### src/rtl/reg_writeback_pkg.sv
// Shared types for the writeback stage: FSM states and load opcodes.
// Imported by the stage and its load alignment helper.
package reg_writeback_pkg;

  localparam int WORD = 32;

  typedef enum logic [1:0] {
    IDLE     = 2'd0,
    WAIT_MEM = 2'd1,
    WRITE    = 2'd2
  } wb_state_e;

  typedef enum logic [2:0] {
    LD_LB  = 3'd0,
    LD_LH  = 3'd1,
    LD_LW  = 3'd2,
    LD_LBU = 3'd4,
    LD_LHU = 3'd5,
    LD_LWL = 3'd6,
    LD_LWR = 3'd7
  } ld_op_e;

  function automatic logic [WORD-1:0] sext8(input logic [7:0] b);
    return {{(WORD-8){b[7]}}, b};
  endfunction

  function automatic logic [WORD-1:0] sext16(input logic [15:0] h);
    return {{(WORD-16){h[15]}}, h};
  endfunction

endpackage

### src/rtl/reg_writeback_load_align.sv
// Little-endian load data alignment and extension.
// Purely combinational; unknown opcodes pass the word through.
module load_align
  import reg_writeback_pkg::*;
(
  input  logic [WORD-1:0] mem_rdata,
  input  logic [2:0]      ld_op,
  input  logic [1:0]      byte_off,
  input  logic [WORD-1:0] rt_old,
  output logic [WORD-1:0] data
);

  logic [7:0]  b;
  logic [15:0] h;

  always_comb begin
    b = mem_rdata[{byte_off, 3'b000} +: 8];
    h = byte_off[1] ? mem_rdata[31:16] : mem_rdata[15:0];
    data = mem_rdata;
    case (ld_op)
      LD_LB:  data = sext8(b);
      LD_LBU: data = {24'd0, b};
      LD_LH:  data = sext16(h);
      LD_LHU: data = {16'd0, h};
      LD_LWL: begin
        unique case (byte_off)
          2'd0:    data = {mem_rdata[7:0], rt_old[23:0]};
          2'd1:    data = {mem_rdata[15:0], rt_old[15:0]};
          2'd2:    data = {mem_rdata[23:0], rt_old[7:0]};
          default: data = mem_rdata;
        endcase
      end
      LD_LWR: begin
        unique case (byte_off)
          2'd0:    data = mem_rdata;
          2'd1:    data = {rt_old[31:24], mem_rdata[31:8]};
          2'd2:    data = {rt_old[31:16], mem_rdata[31:16]};
          default: data = {rt_old[31:8], mem_rdata[31:24]};
        endcase
      end
      default: data = mem_rdata;
    endcase
  end

endmodule

### src/rtl/reg_writeback.sv
// Writeback stage driving the register-file write port.
// ALU results retire next cycle; loads wait for memory data first.
module reg_writeback
  import reg_writeback_pkg::*;
#(
  parameter int DATA_WIDTH = 32,
  parameter int ADDR_WIDTH = 5,
  parameter int CNT_WIDTH  = 32
) (
  input  logic                  clk,
  input  logic                  rst,
  input  logic                  req_valid,
  output logic                  req_ready,
  input  logic                  req_is_load,
  input  logic [ADDR_WIDTH-1:0] req_rd,
  input  logic [DATA_WIDTH-1:0] req_alu_result,
  input  logic [2:0]            req_ld_op,
  input  logic [1:0]            req_byte_off,
  input  logic [DATA_WIDTH-1:0] req_rt_old,
  input  logic [DATA_WIDTH-1:0] mem_rdata,
  input  logic                  mem_rdata_valid,
  output logic                  mem_rdata_ready,
  output logic                  rf_wen,
  output logic [ADDR_WIDTH-1:0] rf_waddr,
  output logic [DATA_WIDTH-1:0] rf_wdata,
  output logic                  wb_done,
  output logic [CNT_WIDTH-1:0]  wb_count
);

  wb_state_e state, state_nxt;

  logic accept;
  logic mem_hs;

  logic [ADDR_WIDTH-1:0] cap_rd;
  logic [2:0]            cap_op;
  logic [1:0]            cap_off;
  logic [DATA_WIDTH-1:0] cap_rt;
  logic [DATA_WIDTH-1:0] ld_data;

  load_align u_align (
    .mem_rdata (mem_rdata),
    .ld_op     (cap_op),
    .byte_off  (cap_off),
    .rt_old    (cap_rt),
    .data      (ld_data)
  );

  always_ff @(posedge clk) begin
    if (!rst) state <= IDLE;
    else      state <= state_nxt;
  end

  always_comb begin
    state_nxt = state;
    unique case (state)
      IDLE, WRITE: begin
        if (accept) state_nxt = req_is_load ? WAIT_MEM : WRITE;
        else        state_nxt = IDLE;
      end
      WAIT_MEM: if (mem_hs) state_nxt = WRITE;
      default:  state_nxt = IDLE;
    endcase
  end

  always_comb begin
    req_ready       = rst & (state == IDLE || state == WRITE);
    mem_rdata_ready = rst & (state == WAIT_MEM);
    accept          = req_valid & req_ready;
    mem_hs          = mem_rdata_valid & mem_rdata_ready;
  end

  always_ff @(posedge clk) begin
    if (accept) begin
      cap_rd  <= req_rd;
      cap_op  <= req_ld_op;
      cap_off <= req_byte_off;
      cap_rt  <= req_rt_old;
    end
  end

  // ALU results go straight into the write registers; loads use the capture
  always_ff @(posedge clk) begin
    if (!rst) begin
      rf_wen   <= 1'b0;
      rf_waddr <= '0;
      rf_wdata <= '0;
      wb_done  <= 1'b0;
      wb_count <= '0;
    end else begin
      rf_wen   <= 1'b0;
      wb_done  <= 1'b0;
      wb_count <= wb_count + CNT_WIDTH'(rf_wen);
      if (accept && !req_is_load) begin
        rf_wen   <= req_rd != '0;
        rf_waddr <= req_rd;
        rf_wdata <= req_alu_result;
        wb_done  <= 1'b1;
      end else if (mem_hs) begin
        rf_wen   <= cap_rd != '0;
        rf_waddr <= cap_rd;
        rf_wdata <= ld_data;
        wb_done  <= 1'b1;
      end
    end
  end

endmodule

### config.mk
export PLATFORM = sky130hd
export DESIGN_NAME = reg_writeback
export DESIGN_NICKNAME = d
export VERILOG_FILES = /design/src/rtl/reg_writeback_pkg.sv /design/src/rtl/reg_writeback_load_align.sv /design/src/rtl/reg_writeback.sv
export SDC_FILE = /design/constraint.sdc
export NUM_CORES = 1
export LEC_CHECK = 0
export BUFFER_PORTS_ARGS = -buffer_cell sky130_fd_sc_hd__buf_2
export CORE_UTILIZATION = 57
export CTS_CLUSTER_DIAMETER = 100
export CTS_CLUSTER_SIZE = 24
export DETAILED_ROUTE_END_ITERATION = 7
export MAX_ROUTING_LAYER = met4
export PLACE_DENSITY = 0.92
export REMOVE_ABC_BUFFERS = 1
export SLEW_MARGIN = 20
export SYNTH_ARGS = -nofsm -noshare
export SYNTH_HDL_FRONTEND = slang
export SYNTH_SLANG_ARGS = --single-unit
### constraint.sdc
create_clock -name clk -period 4.8 [get_ports clk]
set_input_delay 0.48 -clock clk [delete_from_list [all_inputs] [get_ports clk]]
set_output_delay 0.48 -clock clk [all_outputs]
set_load 0.03 [all_outputs]
==> impl_metrics.toml <==
[worst_setup_path]
start_kind = "flop"
path_cells = "mux2i_1 -> nor4_1 -> nor3_4 -> o21ai_0 -> o311a_1"
crit_fanout = 22
slowest_stage = "edfxtp_1"
reg2reg_depth = 5
max_stage_delay_ns = 0.90
path_class = "reg -> reg"
r2r-start = "cap_off[1]"
end_kind = "flop"
r2r_slack_ns = 1.96
cp_data_arrival_time_ns = 3.15
crit_family = "flip-flops"
crit_required_ns = 5.11
r2r-end = "rf_wdata[12]"
path_buf_inv = 0

[timing]
relSlewSlack_pct = 32.2
final.setup.tns_ns = 0
worst_slew_pin_slew_ns = 1.01
skew_ns = 0.0130
finalCritPeriodShare_pct = 59.1
fmax_mhz = 353
hold_viol = 0
hold_slack_ns = 0.226
finalSetupViolCount = 0
slew_violations = 0
finalCriticalPeriod_ns = 2.84
rsz0062_at_grt = "false"

[floorplan]
start_util_pct = 58.5
placementRows = 39
die_area_sq_um = 12100
coreArea_sq_um = 11400
dieHeight_um = 110
die_w_um = 110
ioPinCount = 184

[cts]
cts_tree = "yes"
numCtsBuffers = 17
cts_root_buf = "clkbuf_16"
cts_setup_buffers = 0
clk_pin_slew_ns = 0.05
cts_buffer_depth = 2
hold_buffers = 0
cts_resized = 0
clk-insertion-delay-late_ns = 0.43
htree_levels = 4
clock-sinks = 115

[yosys]
synth_top_cell_by_area = "dfxtp_1"
async_reset_ff_share_pct = 0
synth_top_area_share_pct = 22.0
yosys_register_bits = 115
ys.warnings.count = 0
syn_inst = 746
ys_seq_area_share_pct = 40.9
synth_edf_count = 42
syn_area_sq_um = 6650
ys_types = 61
ys.flop_type = "dfxtp_1"
synthTopCellsByArea = "dfxtp_1 22%, edfxtp_1 19%, o21ai_0 6.8%"
avgSynthCellArea_sq_um = 8.91

[job]
maxCapViolCount = 0

[grt]
grt_util_met1_pct = 40.5
grt_usage_pct = 35.3
use_met3_pct = 10.4
grt-busiest-layer = "met2"
antenna_found_initial = 0
grt_max_degree = 48
grt_pass1_wl_um = 30900
grt.met2_usage_pct = 55.0
grt_pass1_vias = 6282
grt-ovfl-total = 0

[routing]
finalWirelength_um = 20600
firstDrtPassIters = 6
drtAntennaViolNets = 0
drt_iter0_markers = 996
vias = 6889
vias_per_cell = 6.52
drc = 0
wl_per_cell_um = 19.5

[placed_design]
gp_congestion = 0.921
place_hpwl_um = 13500
placed_area_sq_um = 7550
portBuffers = 183

[pwr]
power.density_nw_per_um2 = 326
leakage_nw = 3.35
power_mw = 2.65
ir_drop_v = 0.000351

[run_status]
status = "finished clean"

[finish]
fin_area_sq_um = 8130
areaGrowthSynthToFinish_pct = 22.3
fin_nets = 1014
final_common_cell = "buf_2"
postLayoutCoreUtil_pct = 71.5
most-common-layout-cells = "183 x buf_2, 91 x o21ai_0, 88 x nand2_1, 73 x dfxtp_1, 60 x nor2_1"
diodes = 0
drive_gt1_share_pct = 27.7

[min_path]
min_path_type = "in -> reg"
holdPathEnd = "cap_rt[8]"
hold_depth = 1
hp-start = "req_rt_old[8]"
==> final cells by class <==
class	count	area, sq um
Fill cell	814	3240
Clock inverter	4	45.0
Inverter	10	37.5
Timing Repair Buffer	196	1030
Sequential cell	115	2720
Clock buffer	28	518
Tap cell	143	179
Multi-Input combinational cell	561	3600
==> cells in the mapped netlist (3+ instances only) <==
library cell / instances
o21ai_0: 91
nand2_1: 88
dfxtp_1: 73
nor2_1: 61
edfxtp_1: 42
mux2i_1: 42
clkbuf_1: 26
o22ai_1: 20
xor2_1: 20
buf_2: 19
nand3_1: 17
nand2b_1: 16
a221oi_1: 14
a31oi_1: 13
o211ai_1: 13
a21oi_1: 12
nand4_1: 12
nor2b_1: 12
or3_1: 12
inv_1: 10
mux2_2: 10
xnor2_1: 10
buf_4: 9
a22oi_1: 8
o21a_1: 8
a211oi_1: 7
o311a_1: 7
a311oi_1: 6
and2_1: 6
o221a_2: 6
a221oi_2: 5
and3_1: 5
nor4_1: 4
a32oi_1: 3
buf_6: 3
o2111a_1: 3
==> state kept, by name (all words and copies together), names as in the netlist <==
register / count
cap_rt: 32
wb_count: 32
cap_off: 2
cap_op: 3
rf_wdata: 32
state: 2
cap_rd: 5
rf_waddr: 5
rf_wen: 1
wb_done: 1
==> worst reg2reg max path: stages (launching register included) <==
cell and delay [ns]:
edfxtp_1 0.90, mux2i_1 0.49, nor4_1 0.14, nor3_4 0.60, o21ai_0 0.25, o311a_1 0.34
==> kinds of logic (layout without fill, tap and decap cells) <==
family / after synthesis / in the layout / synth area share (%)
and+or+nand+nor: 247 / 247 / 17.8
AOI/OAI and AO/OA: 228 / 228 / 23.3
DFF: 115 / 115 / 40.9
buffers and inverters: 70 / 238 / 5.17
muxes: 54 / 54 / 8.45
xor gates and xnor gates: 30 / 30 / 3.95
adders and majority gates: 2 / 2 / 0.376
==> stage by stage <==
step / setup slack, ns / cells
finish: 1.96 / 1057
global route: 1.94 / 1057
CTS: 2.13 / 1056
detailed placement: 1.82 / 1024
global placement: 1.92 / 1024
floorplan: 1.20 / 686
==> layer usage <==
metal	share of wire, %	vias to the layer above
li1	-	3082
met1	37	3114
met2	46	572
met3	12	121
met4	4.6	0
met5	0	-
==> worst max path at each step <==
| stage | from | end | slack (ns) | cells after the start |
|---|---|---|---|---|
| 6_report | cap_off[1] | rf_wdata[12] | 1.96 | 5 |
| 5_1_grt | cap_off[1] | rf_wdata[6] | 1.94 | 5 |
| 4_1_cts | cap_off[1] | rf_wdata[12] | 2.13 | 5 |
| 3_5_place_dp | rst | rf_wdata[12] | 1.82 | 7 |
| 3_3_place_gp | rst | rf_wdata[12] | 1.92 | 7 |
| 2_1_floorplan | cap_off[1] | rf_wdata[6] | 1.20 | 5 |
==> power breakdown <==
group	switching, mW	leakage (nW)	internal [mW]	total [mW]
clock	0.425	0.278	0.780	1.21
combinational	0.226	2.09	0.134	0.360
sequential	0.0296	0.984	1.05	1.08
total	0.681	3.35	1.97	2.65
(Power assumes the default switching activity.)
